`config.mk`:
```
export PLATFORM = sky130hd
export DESIGN_NAME = xsim_msg_beat_serializer
export DESIGN_NICKNAME = d
export VERILOG_FILES = /design/src/rtl/xsim_msg_beat_serializer.sv
export SDC_FILE = /design/constraint.sdc
export NUM_CORES = 1
export LEC_CHECK = 0
export CAP_MARGIN = 10
export CORE_ASPECT_RATIO = 1.2
export CORE_MARGIN = 5
export CORE_UTILIZATION = 49
export CTS_BUF_LIST = sky130_fd_sc_hd__clkbuf_2 sky130_fd_sc_hd__clkbuf_4 sky130_fd_sc_hd__clkbuf_8
export CTS_CLUSTER_SIZE = 8
export DETAILED_ROUTE_END_ITERATION = 12
export PLACE_DENSITY = 0.76
export SYNTH_ARGS = -nofsm -noshare
export SYNTH_HDL_FRONTEND = slang
export SYNTH_SLANG_ARGS = --single-unit
```
`constraint.sdc`:
```
create_clock -name CLK -period 4.41 [get_ports CLK]
set_clock_uncertainty 0.2 [all_clocks]
set_input_delay 0.882 -clock CLK [delete_from_list [all_inputs] [get_ports CLK]]
set_output_delay 0.882 -clock CLK [all_outputs]
set_load 0.05 [all_outputs]
```
`src/rtl/xsim_msg_beat_serializer.sv`:
```
// Frames header + payload messages into a 32-bit beat stream through a small output FIFO.
// Over-length messages are consumed without producing any beats.
module xsim_msg_beat_serializer #(
  parameter logic [31:0] PORTAL     = 32'd0,
  parameter int          MAX_WORDS  = 1023,
  parameter int          FIFO_DEPTH = 4
) (
  input  logic        CLK,
  input  logic        RST,
  input  logic        hdr_valid,
  output logic        hdr_ready,
  input  logic [15:0] hdr_method,
  input  logic [15:0] hdr_words,
  input  logic        pay_valid,
  output logic        pay_ready,
  input  logic [31:0] pay_data,
  input  logic        beat_rdy,
  output logic        en_beat,
  output logic [31:0] beat,
  output logic [31:0] portal,
  output logic        busy,
  output logic        err_len
);

  localparam int          AW    = $clog2(FIFO_DEPTH);
  localparam logic [15:0] MAX_W = 16'(MAX_WORDS);

  typedef enum logic [1:0] {S_IDLE, S_PAY, S_DROP} state_e;

  state_e        state_q, state_d;
  logic [15:0]   remaining_q, remaining_d;
  logic          err_len_q, err_len_d;
  logic          run_q;
  logic [AW:0]   wr_ptr_q, wr_ptr_d, rd_ptr_q, rd_ptr_d;
  logic [31:0]   mem_q [FIFO_DEPTH];

  logic          empty, full, push_ok, push, over_len, hdr_acc, pay_acc;
  logic [31:0]   push_data;

  assign empty    = (wr_ptr_q == rd_ptr_q);
  assign full     = (wr_ptr_q[AW] != rd_ptr_q[AW]) && (wr_ptr_q[AW-1:0] == rd_ptr_q[AW-1:0]);
  assign en_beat  = !empty && beat_rdy;
  assign beat     = empty ? 32'd0 : mem_q[rd_ptr_q[AW-1:0]];
  assign push_ok  = !full || en_beat;
  assign over_len = (hdr_words > MAX_W);
  assign hdr_acc  = hdr_valid && hdr_ready;
  assign pay_acc  = pay_valid && pay_ready;
  assign portal   = PORTAL;
  assign busy     = (state_q != S_IDLE) || !empty;
  assign err_len  = err_len_q;

  // run_q keeps both ready outputs low while reset is held and for the first edge after it.
  always_ff @(posedge CLK or negedge RST) begin
    if (!RST) begin
      state_q     <= S_IDLE;
      remaining_q <= 16'd0;
      err_len_q   <= 1'b0;
      run_q       <= 1'b0;
      wr_ptr_q    <= '0;
      rd_ptr_q    <= '0;
    end else begin
      state_q     <= state_d;
      remaining_q <= remaining_d;
      err_len_q   <= err_len_d;
      run_q       <= 1'b1;
      wr_ptr_q    <= wr_ptr_d;
      rd_ptr_q    <= rd_ptr_d;
    end
  end

  always_ff @(posedge CLK) begin
    if (push) mem_q[wr_ptr_q[AW-1:0]] <= push_data;
  end

  always_comb begin
    wr_ptr_d = wr_ptr_q + (AW+1)'(push);
    rd_ptr_d = rd_ptr_q + (AW+1)'(en_beat);
  end

  always_comb begin
    state_d     = state_q;
    remaining_d = remaining_q;
    err_len_d   = err_len_q;
    case (state_q)
      S_IDLE: begin
        if (hdr_acc) begin
          if (over_len) begin
            err_len_d   = 1'b1;
            remaining_d = hdr_words;
            state_d     = S_DROP;
          end else if (hdr_words != 16'd0) begin
            remaining_d = hdr_words;
            state_d     = S_PAY;
          end
        end
      end
      S_PAY, S_DROP: begin
        if (pay_acc) begin
          remaining_d = remaining_q - 16'd1;
          if (remaining_q == 16'd1) state_d = S_IDLE;
        end
      end
      default: state_d = S_IDLE;
    endcase
  end

  always_comb begin
    hdr_ready = 1'b0;
    pay_ready = 1'b0;
    if (run_q) begin
      case (state_q)
        S_IDLE:  hdr_ready = push_ok;
        S_PAY:   pay_ready = push_ok;
        S_DROP:  pay_ready = 1'b1;
        default: ;
      endcase
    end
  end

  // Header beat carries the total frame length (header + payload) in its low half.
  always_comb begin
    push      = 1'b0;
    push_data = 32'd0;
    if (state_q == S_IDLE && hdr_acc && !over_len) begin
      push      = 1'b1;
      push_data = {hdr_method, hdr_words + 16'd1};
    end else if (state_q == S_PAY && pay_acc) begin
      push      = 1'b1;
      push_data = pay_data;
    end
  end

endmodule
```
==> results of run 1 <==
## cells in the final DEF, fill, tap and decap left out, drive strengths merged, types with 17 or more instances in the layout
cell / synthesis / layout
edfxtp: 128 / 128
clkdlybuf4s50: 0 / 76
buf: 48 / 42
nor2b: 34 / 34
conb: 2 / 33
mux4: 32 / 32
a22o: 28 / 28
dfrtp: 26 / 26
nand2: 20 / 20
clkbuf: 16 / 18
nor4: 17 / 17
inv: 13 / 17
## worst reg2reg max path: stages, from the launching register on
cell and delay [ns]:
dfrtp_2 0.75, xnor2_1 0.21, nand4b_1 0.35, nor4b_2 0.32, nor2_2 0.85, buf_4 0.35
a22o_1 0.24
## layout make-up
class | instances | area (um^2)
Timing Repair Buffer | 118 | 1080
Clock inverter | 14 | 168
Sequential cell | 154 | 4500
Multi-Input combinational cell | 307 | 2590
Inverter | 13 | 48.8
Tap cell | 204 | 255
Fill cell | 1148 | 6020
Clock buffer | 18 | 241
## cell usage after synthesis, drive strengths merged, types with 10 or more instances
cell type / instances / area, um^2
nor2b: 34 / 213
a22o: 28 / 245
inv: 13 / 48.8
mux4: 32 / 721
nor2: 14 / 52.6
ha: 11 / 138
a211o: 10 / 87.6
buf: 48 / 327
clkbuf: 16 / 60.1
nor4: 17 / 106
nand2: 20 / 75.1
nor3: 10 / 50.1
dfrtp: 26 / 651
edfxtp: 128 / 3840
## power by group through the flow
stage | Combinational (mW) | Sequential [mW] | Clock (mW)
final | 2.30 | 1.79 | 1.09
after global placement | 2.27 | 1.82 | 0
after floorplan | 1.78 | 1.74 | 0
after CTS | 2.31 | 1.79 | 1.11
after detailed placement | 2.31 | 1.82 | 0
after global routing | 2.44 | 1.81 | 1.18
## flip-flops by register name, summed over array words and instances, names as in the netlist
name,flops
mem_q,128
remaining_q,16
rd_ptr_q,3
wr_ptr_q,3
state_q,2
err_len,1
run_q,1
## worst paths after layout
kind                             start             end  slack [ns]  cells past startpoint
max                        rd_ptr_q[0]       hdr_ready        0.53                      4
min                        wr_ptr_q[2]     wr_ptr_q[2]        0.29                      1
max reg2reg                rd_ptr_q[0]    mem_q[1][26]        0.98                      6
min reg2reg                wr_ptr_q[2]     wr_ptr_q[2]        0.29                      1
max in group asynchronous          RST  remaining_q[6]        2.55                      2
min in group asynchronous          RST  remaining_q[3]        0.77                      1
## cell families after synthesis
logic type | after synthesis
AOI/OAI and AO/OA | 72
xor gates and xnor gates | 13
adders and majority gates | 11
buffers and inverters | 77
DFF | 154
muxes | 37
other | 2
and+or+nand+nor | 141
## routing by layer
layer	vias up	global-route usage (%)	wire length, um
met3	29	5.32	1260
met5	-	0	25
met2	198	30.8	8220
met1	2416	24.4	6480
li1	2125	-	-
met4	4	5.90	230
==> run metrics, run 1 <==
type of the worst setup path reg -> out; dominant combinational cell family by area after synthesis simple AND/OR/NAND/NOR gates; Synth Area in Simple Gates 10.9%; Clock Power Share approximately a fifth; Req. time, crit path about 3.3 ns; initial antenna violation count 2; routability cong. around 0.81; Cells after DPL slightly below 800; dpl cell area around 0.0085 mm^2; final setup fails 0; cts bufs inserted 17; Hold Buf Count CTS 0; drc violations 0; ys flop type edfxtp_1; first-pass GRT wire length approximately 25000 um; VDD IR max around 0.3 mV; leakage about 3.3 nW; Buf+Inv Stages, Crit Path 1; number of H-tree levels 4; # diodes 0; worst relative slew slack between 20 and 30%; internal power between 3 and 4 mW; CTS resizes 0; 1st-pass router iterations 7; clock sinks around 150; post-synthesis async set-or-reset flop share around 17%; Total GRT Usage between 10% and 20%; Compound-Gate Fraction of Synth Area between 8 and 9%; Overflow after GRT 0; Sw Share about two fifths; critical path arrival approximately 2.8 ns; crit-path cells xnor2_1 > nand4b_1 > and3_1 > clkdlybuf4s50_1; detailed-route via count roughly 4800; Place WS roughly 0.57 ns; total setup buffers inserted after CTS 0; Distinct cells, synth 51; Net Switching about 2.1 mW; Final ANT Viol Nets 0; Syn. warnings 0; power density over cell area roughly 580 mW/mm^2; DP HPWL around 11000 um; Rows 49; largest net degree at the start of global routing 45; FF+latch count, synth 154; post-synthesis mux area share a little over a tenth; chip height around 140 um; Adder-Cell Fraction of Synth Area 1.87%; critical path launch point type flop; Hold Fails Final Rpt 0; CP top delay family flip-flops; Die ar. ~0.018 mm^2; Max FO, Critical Path 17; Starting Density between 40% and 50%; maximum root-to-sink buffer count 2; Synth Area per Inst 14.5 um^2; RSZ-0062 raised after global routing false; Final TNS setup 0 ns; Core ar. between 0.01 and 0.015 mm^2; Synth-to-Final Area Change 20.3%; slowest CP cell dfrtp_2; Reg power frac a little over a third; Design Area, Final about 0.0089 mm^2; register area share after synthesis about three fifths; Max Cap Viol 0; synthesized instance count 507; Final Instance Count excl. Fillers 828; Logic pwr share 44.4%; Ports approximately 140; Slew Limit Fails 0; Least-Margin Pin Slew approximately 1.1 ns; Horiz. Die Dim between 100 and 150 um; fin util between 50% and 60%; worst setup margin between 0.5 and 0.6 ns; number of global-route vias before repair 4788; outcome completed; number of synthesized flops with an enable pin roughly 130; clk_lat worst skew between 0.4 and 0.5 ns; Hold Crit Class reg -> reg; CTS root buf clkbuf_8; Avg Vias per Cell a little under 6; crit path capture type output port; WHS ~0.29 ns; Max Clock Freq between 0.2 and 0.3 GHz; clk slew on worst S/H paths 0.08 ns; drt total wl ~16000 um; minimum clock period between 3 and 4 ns; power after layout 5.17 mW; XOR/XNOR Fraction of Synth Area about 1.5%; CTS tree done; Port Buffers 105; Syn Std Cell Area around 0.0074 mm^2; largest stage delay on the critical path about 0.75 ns; routed length per instance around 20 um; fin nets between 600 and 700; share of cells above drive strength 1 between 10% and 20%; fin crit share approximately nine tenths; initial DRC count 386
Power figures use the tool's default switching activity.
==> run 2: changes to the inputs <==
--- a/config.mk
+++ b/config.mk
@@ -5,14 +5,16 @@
 export SDC_FILE = /design/constraint.sdc
 export NUM_CORES = 1
 export LEC_CHECK = 0
+export ABC_CLOCK_PERIOD_IN_PS = 4410
 export CAP_MARGIN = 10
 export CORE_ASPECT_RATIO = 1.2
 export CORE_MARGIN = 5
-export CORE_UTILIZATION = 49
+export CORE_UTILIZATION = 59
 export CTS_BUF_LIST = sky130_fd_sc_hd__clkbuf_2 sky130_fd_sc_hd__clkbuf_4 sky130_fd_sc_hd__clkbuf_8
 export CTS_CLUSTER_SIZE = 8
 export DETAILED_ROUTE_END_ITERATION = 12
-export PLACE_DENSITY = 0.76
+export DONT_BUFFER_PORTS = 1
+export PLACE_DENSITY = 0.75
 export SYNTH_ARGS = -nofsm -noshare
 export SYNTH_HDL_FRONTEND = slang
 export SYNTH_SLANG_ARGS = --single-unit
==> run 2 against run 1 <==
  * Critical path depth down 1
  * Utilization up 6.5 points
  * Largest power group unchanged
  * Hold slack worse by 0.22 ns
  * Critical path type unchanged
  * Global-route usage up 2.0 points
  * Non-clock buffer count down 76
  * First-iteration DRC count down 26%
  * Worst setup slack better by 0.16 ns
==> run metrics, run 2 (synthesized netlist as in run 1, its figures left out) <==
outcome completed (unchanged); VDD IR max 0.434 mV (was 0.298 mV); Starting Density 60.6% (was 49.5%); WL met2 7840 um (was 8220 um); met3 WL post-DR 1420 um (was 1260 um); Hold Crit Class in -> async (was reg -> reg); RSZ-0062 raised after global routing false (unchanged); CTS root buf clkbuf_8 (unchanged); clock sinks 154 (unchanged); Rows 44 (was 49); crit-path cells buf_4 > mux4_2 > nor2b_1 (was xnor2_1 > nand4b_1 > and3_1 > clkdlybuf4s50_1); # diodes 0 (unchanged); worst relative slew slack 29.7% (was 27.1%); leading cell type in the layout, fill and taps excluded edfxtp_1 (unchanged); CP top delay family simple AND/OR/NAND/NOR gates (was flip-flops); Max Cap Viol 0 (unchanged); drc violations 0 (unchanged); Req. time, crit path 3.33 ns (about the same); cts bufs inserted 17 (unchanged); 1st-pass router iterations 5 (was 7); largest net degree at the start of global routing 46 (was 45); fillers 877 (was 1148); power density over cell area 615 mW/mm^2 (was 583 mW/mm^2); max reg flops 128 (unchanged); maximum root-to-sink buffer count 2 (unchanged); Avg Vias per Cell 6.14 (was 5.76); Die ar. 0.0148 mm^2 (was 0.0176 mm^2); DP HPWL 10500 um (was 10900 um); Hold Fails Final Rpt 0 (unchanged); slowest CP cell nor2b_1 (was dfrtp_2); fin nets 615 (was 691); routed length per instance 21.6 um (was 19.6 um); first-pass GRT wire length 24000 um (was 25300 um); critical path arrival 2.64 ns (was 2.80 ns); largest stage delay on the critical path 0.82 ns (was 0.75 ns); Total GRT Usage 20.8% (was 18.8%); routability cong. 0.833 (was 0.808); Synth-to-Final Area Change 8.92% (was 20.3%); initial antenna violation count 0 (was 2); Max Clock Freq 0.268 GHz (was 0.258 GHz); WHS 0.0657 ns (was 0.287 ns); Max FO, Critical Path 25 (was 17); clk slew on worst S/H paths 0.09 ns (was 0.08 ns); Slew Limit Fails 0 (unchanged); Least-Margin Pin Slew 1.05 ns (was 1.09 ns); total setup buffers inserted after CTS 0 (unchanged); Port Buffers 0 (was 105); initial DRC count 284 (was 386); detailed-route via count 4345 (was 4772); final setup fails 0 (unchanged); Core ar. 0.0122 mm^2 (was 0.0149 mm^2); leakage 2.97 nW (was 3.28 nW); met1 WL 5820 um (was 6480 um); minimum clock period 3.72 ns (was 3.88 ns); Final ANT Viol Nets 0 (unchanged); critical path launch point type flop (unchanged); number of global-route vias before repair 4322 (was 4788); commonest cells after routing, fill and taps aside edfxtp_1 (128), buf_4 (41), nor2b_1 (34), conb_1 (33), mux4_2 (32) (was edfxtp_1 (128), clkdlybuf4s50_1 (76), buf_4 (42), nor2b_1 (34), conb_1 (33)); number of H-tree levels 4 (unchanged); Overflow after GRT 0 (unchanged); chip height 132 um (was 144 um); drt total wl 15300 um (was 16200 um); Horiz. Die Dim 112 um (was 122 um); CTS tree done (unchanged); Hold Buf Count CTS 1 (was 0); Buf+Inv Stages, Crit Path 1 (unchanged); crit path capture type output port (unchanged); top sig layer met4 (was met5); CTS resizes 0 (unchanged); reg2reg setup slack 1.21 ns (was 0.98 ns); share of cells above drive strength 1 21.4% (was 18.6%); fin util 66.0% (was 59.6%); type of the worst setup path reg -> out (unchanged); fin crit share 84.5% (was 88.0%); clk_lat worst skew 0.42 ns (was 0.44 ns); Ports 138 (unchanged)
==> run 2: layer usage <==
| metal | GRT usage [%] | vias up |
|---|---|---|
| met1 | 26.6 | 2170 |
| met5 | 0 | - |
| met4 | 6.15 | 0 |
| met3 | 6.76 | 16 |
| li1 | - | 1969 |
| met2 | 34.2 | 190 |
==> run 2: final timing paths <==
check / from / end / depth (start not counted)
hold reg to reg: wr_ptr_q[2] / wr_ptr_q[2] / 1
hold / removal: RST / remaining_q[3] / 1
max in group asynchronous: RST / rd_ptr_q[0] / 1
setup / recovery: rd_ptr_q[0] / beat[0] / 3
setup reg to reg: state_q[0] / mem_q[3][9] / 8
min in group CLK: wr_ptr_q[2] / wr_ptr_q[2] / 1
==> run 2: through the flow <==
stage | cells | setup WS, ns | instance area (um^2) | power [mW] | TNS [ns]
floorplan | 538 | -0.604 | 7490 | 3.53 | -51.85
global placement | 676 | 1.08 | 7640 | 3.95 | 0
detailed placement | 676 | 1.03 | 7640 | 4.00 | 0
CTS | 708 | 0.605 | 8030 | 4.98 | 0
global route | 708 | 0.485 | 8030 | 5.18 | 0
finish | 708 | 0.685 | 8030 | 4.94 | 0
==> run 2: layout make-up <==
cell class | instances | area, um^2 | area share [%]
inverters | 13 | 48.8 | 0.607
multi-input cells | 307 | 2590 | 32.2
repair buffers | 42 | 328 | 4.08
clock inverters | 14 | 136 | 1.70
well taps | 161 | 201 | 2.51
clock buffers | 17 | 234 | 2.91
flip-flops and latches | 154 | 4500 | 56.0
==> run 2: power breakdown <==
group / switching, mW / internal, mW / leakage (nW) / total [mW]
Combinational: 1.39 / 0.773 / 1.23 / 2.16
Clock: 0.532 / 0.458 / 0.186 / 0.991
Sequential: 0.143 / 1.65 / 1.55 / 1.79
==> run 3: changes to the inputs <==
--- a/config.mk
+++ b/config.mk
@@ -5,7 +5,7 @@
 export SDC_FILE = /design/constraint.sdc
 export NUM_CORES = 1
 export LEC_CHECK = 0
-export ABC_CLOCK_PERIOD_IN_PS = 4410
+export ABC_CLOCK_PERIOD_IN_PS = 3890
 export CAP_MARGIN = 10
 export CORE_ASPECT_RATIO = 1.2
 export CORE_MARGIN = 5
@@ -14,7 +14,7 @@
 export CTS_CLUSTER_SIZE = 8
 export DETAILED_ROUTE_END_ITERATION = 12
 export DONT_BUFFER_PORTS = 1
-export PLACE_DENSITY = 0.75
+export PLACE_DENSITY = 0.72
 export SYNTH_ARGS = -nofsm -noshare
 export SYNTH_HDL_FRONTEND = slang
 export SYNTH_SLANG_ARGS = --single-unit
==> constraint.sdc (replaced) <==
create_clock -name CLK -period 3.89 [get_ports CLK]
set_clock_uncertainty 0.2 [all_clocks]
set_input_delay 0.778 -clock CLK [delete_from_list [all_inputs] [get_ports CLK]]
set_output_delay 0.778 -clock CLK [all_outputs]
set_load 0.05 [all_outputs]
==> run 3 against run 2 <==
  * Count of clock-buffer cells in the layout is the same
  * Critical path depth up 1
  * Final area rose by 1.6%
  * Die area unchanged
  * Sequential share of layout area down 0.86 points
  * Combinational power is 17% higher
  * Critical endpoint is now beat[10]
  * Highest routed layer unchanged
==> run metrics, run 3 (synthesized netlist as in run 1, its figures left out) <==
crit path capture type output port (unchanged); CTS resizes 0 (unchanged); largest net degree at the start of global routing 34 (was 46); type of the worst setup path reg -> out (unchanged); total setup buffers inserted after CTS 0 (unchanged); Avg Vias per Cell 6.18 (was 6.14); largest stage delay on the critical path 0.61 ns (was 0.82 ns); Final ANT Viol Nets 0 (unchanged); Ports 138 (unchanged); Final TNS setup 0 ns (unchanged); chip height 132 um (unchanged); Place WS 0.529 ns (was 1.03 ns); routed length per instance 21.2 um (was 21.6 um); # diodes 0 (unchanged); number of global-route vias before repair 4575 (was 4322); number of H-tree levels 4 (unchanged); cts bufs inserted 17 (unchanged); fillers 858 (was 877); Starting Density 60.6% (unchanged); Port Buffers 0 (unchanged); clk slew on worst S/H paths 0.08 ns (was 0.09 ns); Max FO, Critical Path 33 (was 25); critical path launch point type flop (unchanged); most used cell along the critical path buf_4; Slew Limit Fails 0 (unchanged); max reg flops 128 (unchanged); crit-path cells buf_4 > mux4_2 > nor2b_1 > buf_4 (was buf_4 > mux4_2 > nor2b_1); Buf+Inv Stages, Crit Path 2 (was 1); routability cong. 0.865 (was 0.833); Core ar. 0.0122 mm^2 (unchanged); Least-Margin Pin Slew 1.04 ns (was 1.05 ns); CTS tree done (unchanged); RSZ-0062 raised after global routing false (unchanged); worst setup margin 0.581 ns (was 0.685 ns); leading cell type in the layout, fill and taps excluded edfxtp_1 (unchanged); Die ar. 0.0148 mm^2 (unchanged); 1st-pass router iterations 6 (was 5); slowest CP cell mux4_2 (was nor2b_1); clock sinks 154 (unchanged); first-pass GRT wire length 24200 um (was 24000 um); share of cells above drive strength 1 22.7% (was 21.4%); critical path arrival 2.33 ns (was 2.64 ns); initial DRC count 277 (was 284); Req. time, crit path 2.91 ns (was 3.33 ns); drt total wl 15300 um (about the same); Total GRT Usage 21.1% (was 20.8%); Max Cap Viol 0 (unchanged); fin crit share 85.1%; DP HPWL 10600 um (was 10500 um); fin nets 626 (was 615); leakage 3.03 nW (was 2.97 nW); worst relative slew slack 30.8% (was 29.7%); VDD IR max 0.416 mV (was 0.434 mV); detailed-route via count 4447 (was 4345); Max Clock Freq about 0.30 GHz; Overflow after GRT 0 (unchanged); maximum root-to-sink buffer count 2 (unchanged); outcome completed (unchanged); commonest cells after routing, fill and taps aside edfxtp_1 (128), buf_4 (50), nor2b_1 (34), conb_1 (33), mux4_2 (32) (was edfxtp_1 (128), buf_4 (41), nor2b_1 (34), conb_1 (33), mux4_2 (32)); power after layout 5.71 mW (was 4.94 mW); clk_lat worst skew 0.44 ns (was 0.42 ns); final setup fails 0 (unchanged); CP top delay family buffers and inverters (was simple AND/OR/NAND/NOR gates); Rows 44 (unchanged); dpl cell area 0.00773 mm^2 (was 0.00764 mm^2); CTS root buf clkbuf_8 (unchanged); drc violations 0 (unchanged); Synth-to-Final Area Change 10.6% (was 8.92%); Hold Buf Count CTS 2 (was 1); initial antenna violation count 0 (unchanged); Design Area, Final 0.00816 mm^2 (was 0.00803 mm^2); Horiz. Die Dim 112 um (unchanged); Hold Fails Final Rpt 0 (unchanged); minimum clock period roughly 3.3 ns; power density over cell area 700 mW/mm^2 (was 615 mW/mm^2); Hold Crit Class reg -> reg (was in -> async)
run 3: cell types whose count changed in the layout (fill, tap and decap cells not counted):
cell	previous run	this run
bufinv_16	1	2
dlygate4sd3_1	0	1
buf_12	1	2
clkinv_2	2	1
clkinv_4	1	2
inv_6	7	5
clkinv_1	0	1
clkinvlp_4	2	3
buf_4	41	50
run 3: routing by layer:
layer	routed length (um)	vias up	global-route usage, %
met4	312	0	7.21
met1	5420	2250	23.7
li1	-	1996	-
met3	1390	25	8.73
met5	0	-	0
met2	8180	176	36.6
run 3: final timing paths:
kind,from,end,slack [ns],cells past startpoint
max in group asynchronous,RST,rd_ptr_q[0],2.72,2
max reg2reg,state_q[0],mem_q[3][0],0.90,8
min,wr_ptr_q[2],wr_ptr_q[2],0.29,1
max,rd_ptr_q[0],beat[10],0.58,4
min in group asynchronous,RST,remaining_q[13],0.60,2
min reg2reg,wr_ptr_q[2],wr_ptr_q[2],0.29,1
run 3: stage by stage:
stage / instances / hold slack (ns) / util (%)
floorplan: 538 / 0.258 / -
global placement: 686 / 0.280 / 63.5
detailed placement: 686 / 0.277 / 63.5
CTS: 720 / 0.289 / 67.1
global route: 720 / 0.318 / 67.1
finish: 720 / 0.289 / 67.1
run 3: final cells by class:
type	instances	area [um^2]	area share, %
sequential	154	4500	55.1
multi-input combinational	307	2590	31.7
timing repair buffer	53	425	5.21
clock buffer	17	234	2.87
tap	161	201	2.47
clock inverter	15	164	2.01
inverter	13	48.8	0.598
run 3: power by group:
| part | total, mW | switching [mW] | internal (mW) |
|---|---|---|---|
| registers | 1.99 | 0.124 | 1.87 |
| logic | 2.53 | 1.63 | 0.904 |
| clock network | 1.19 | 0.609 | 0.582 |
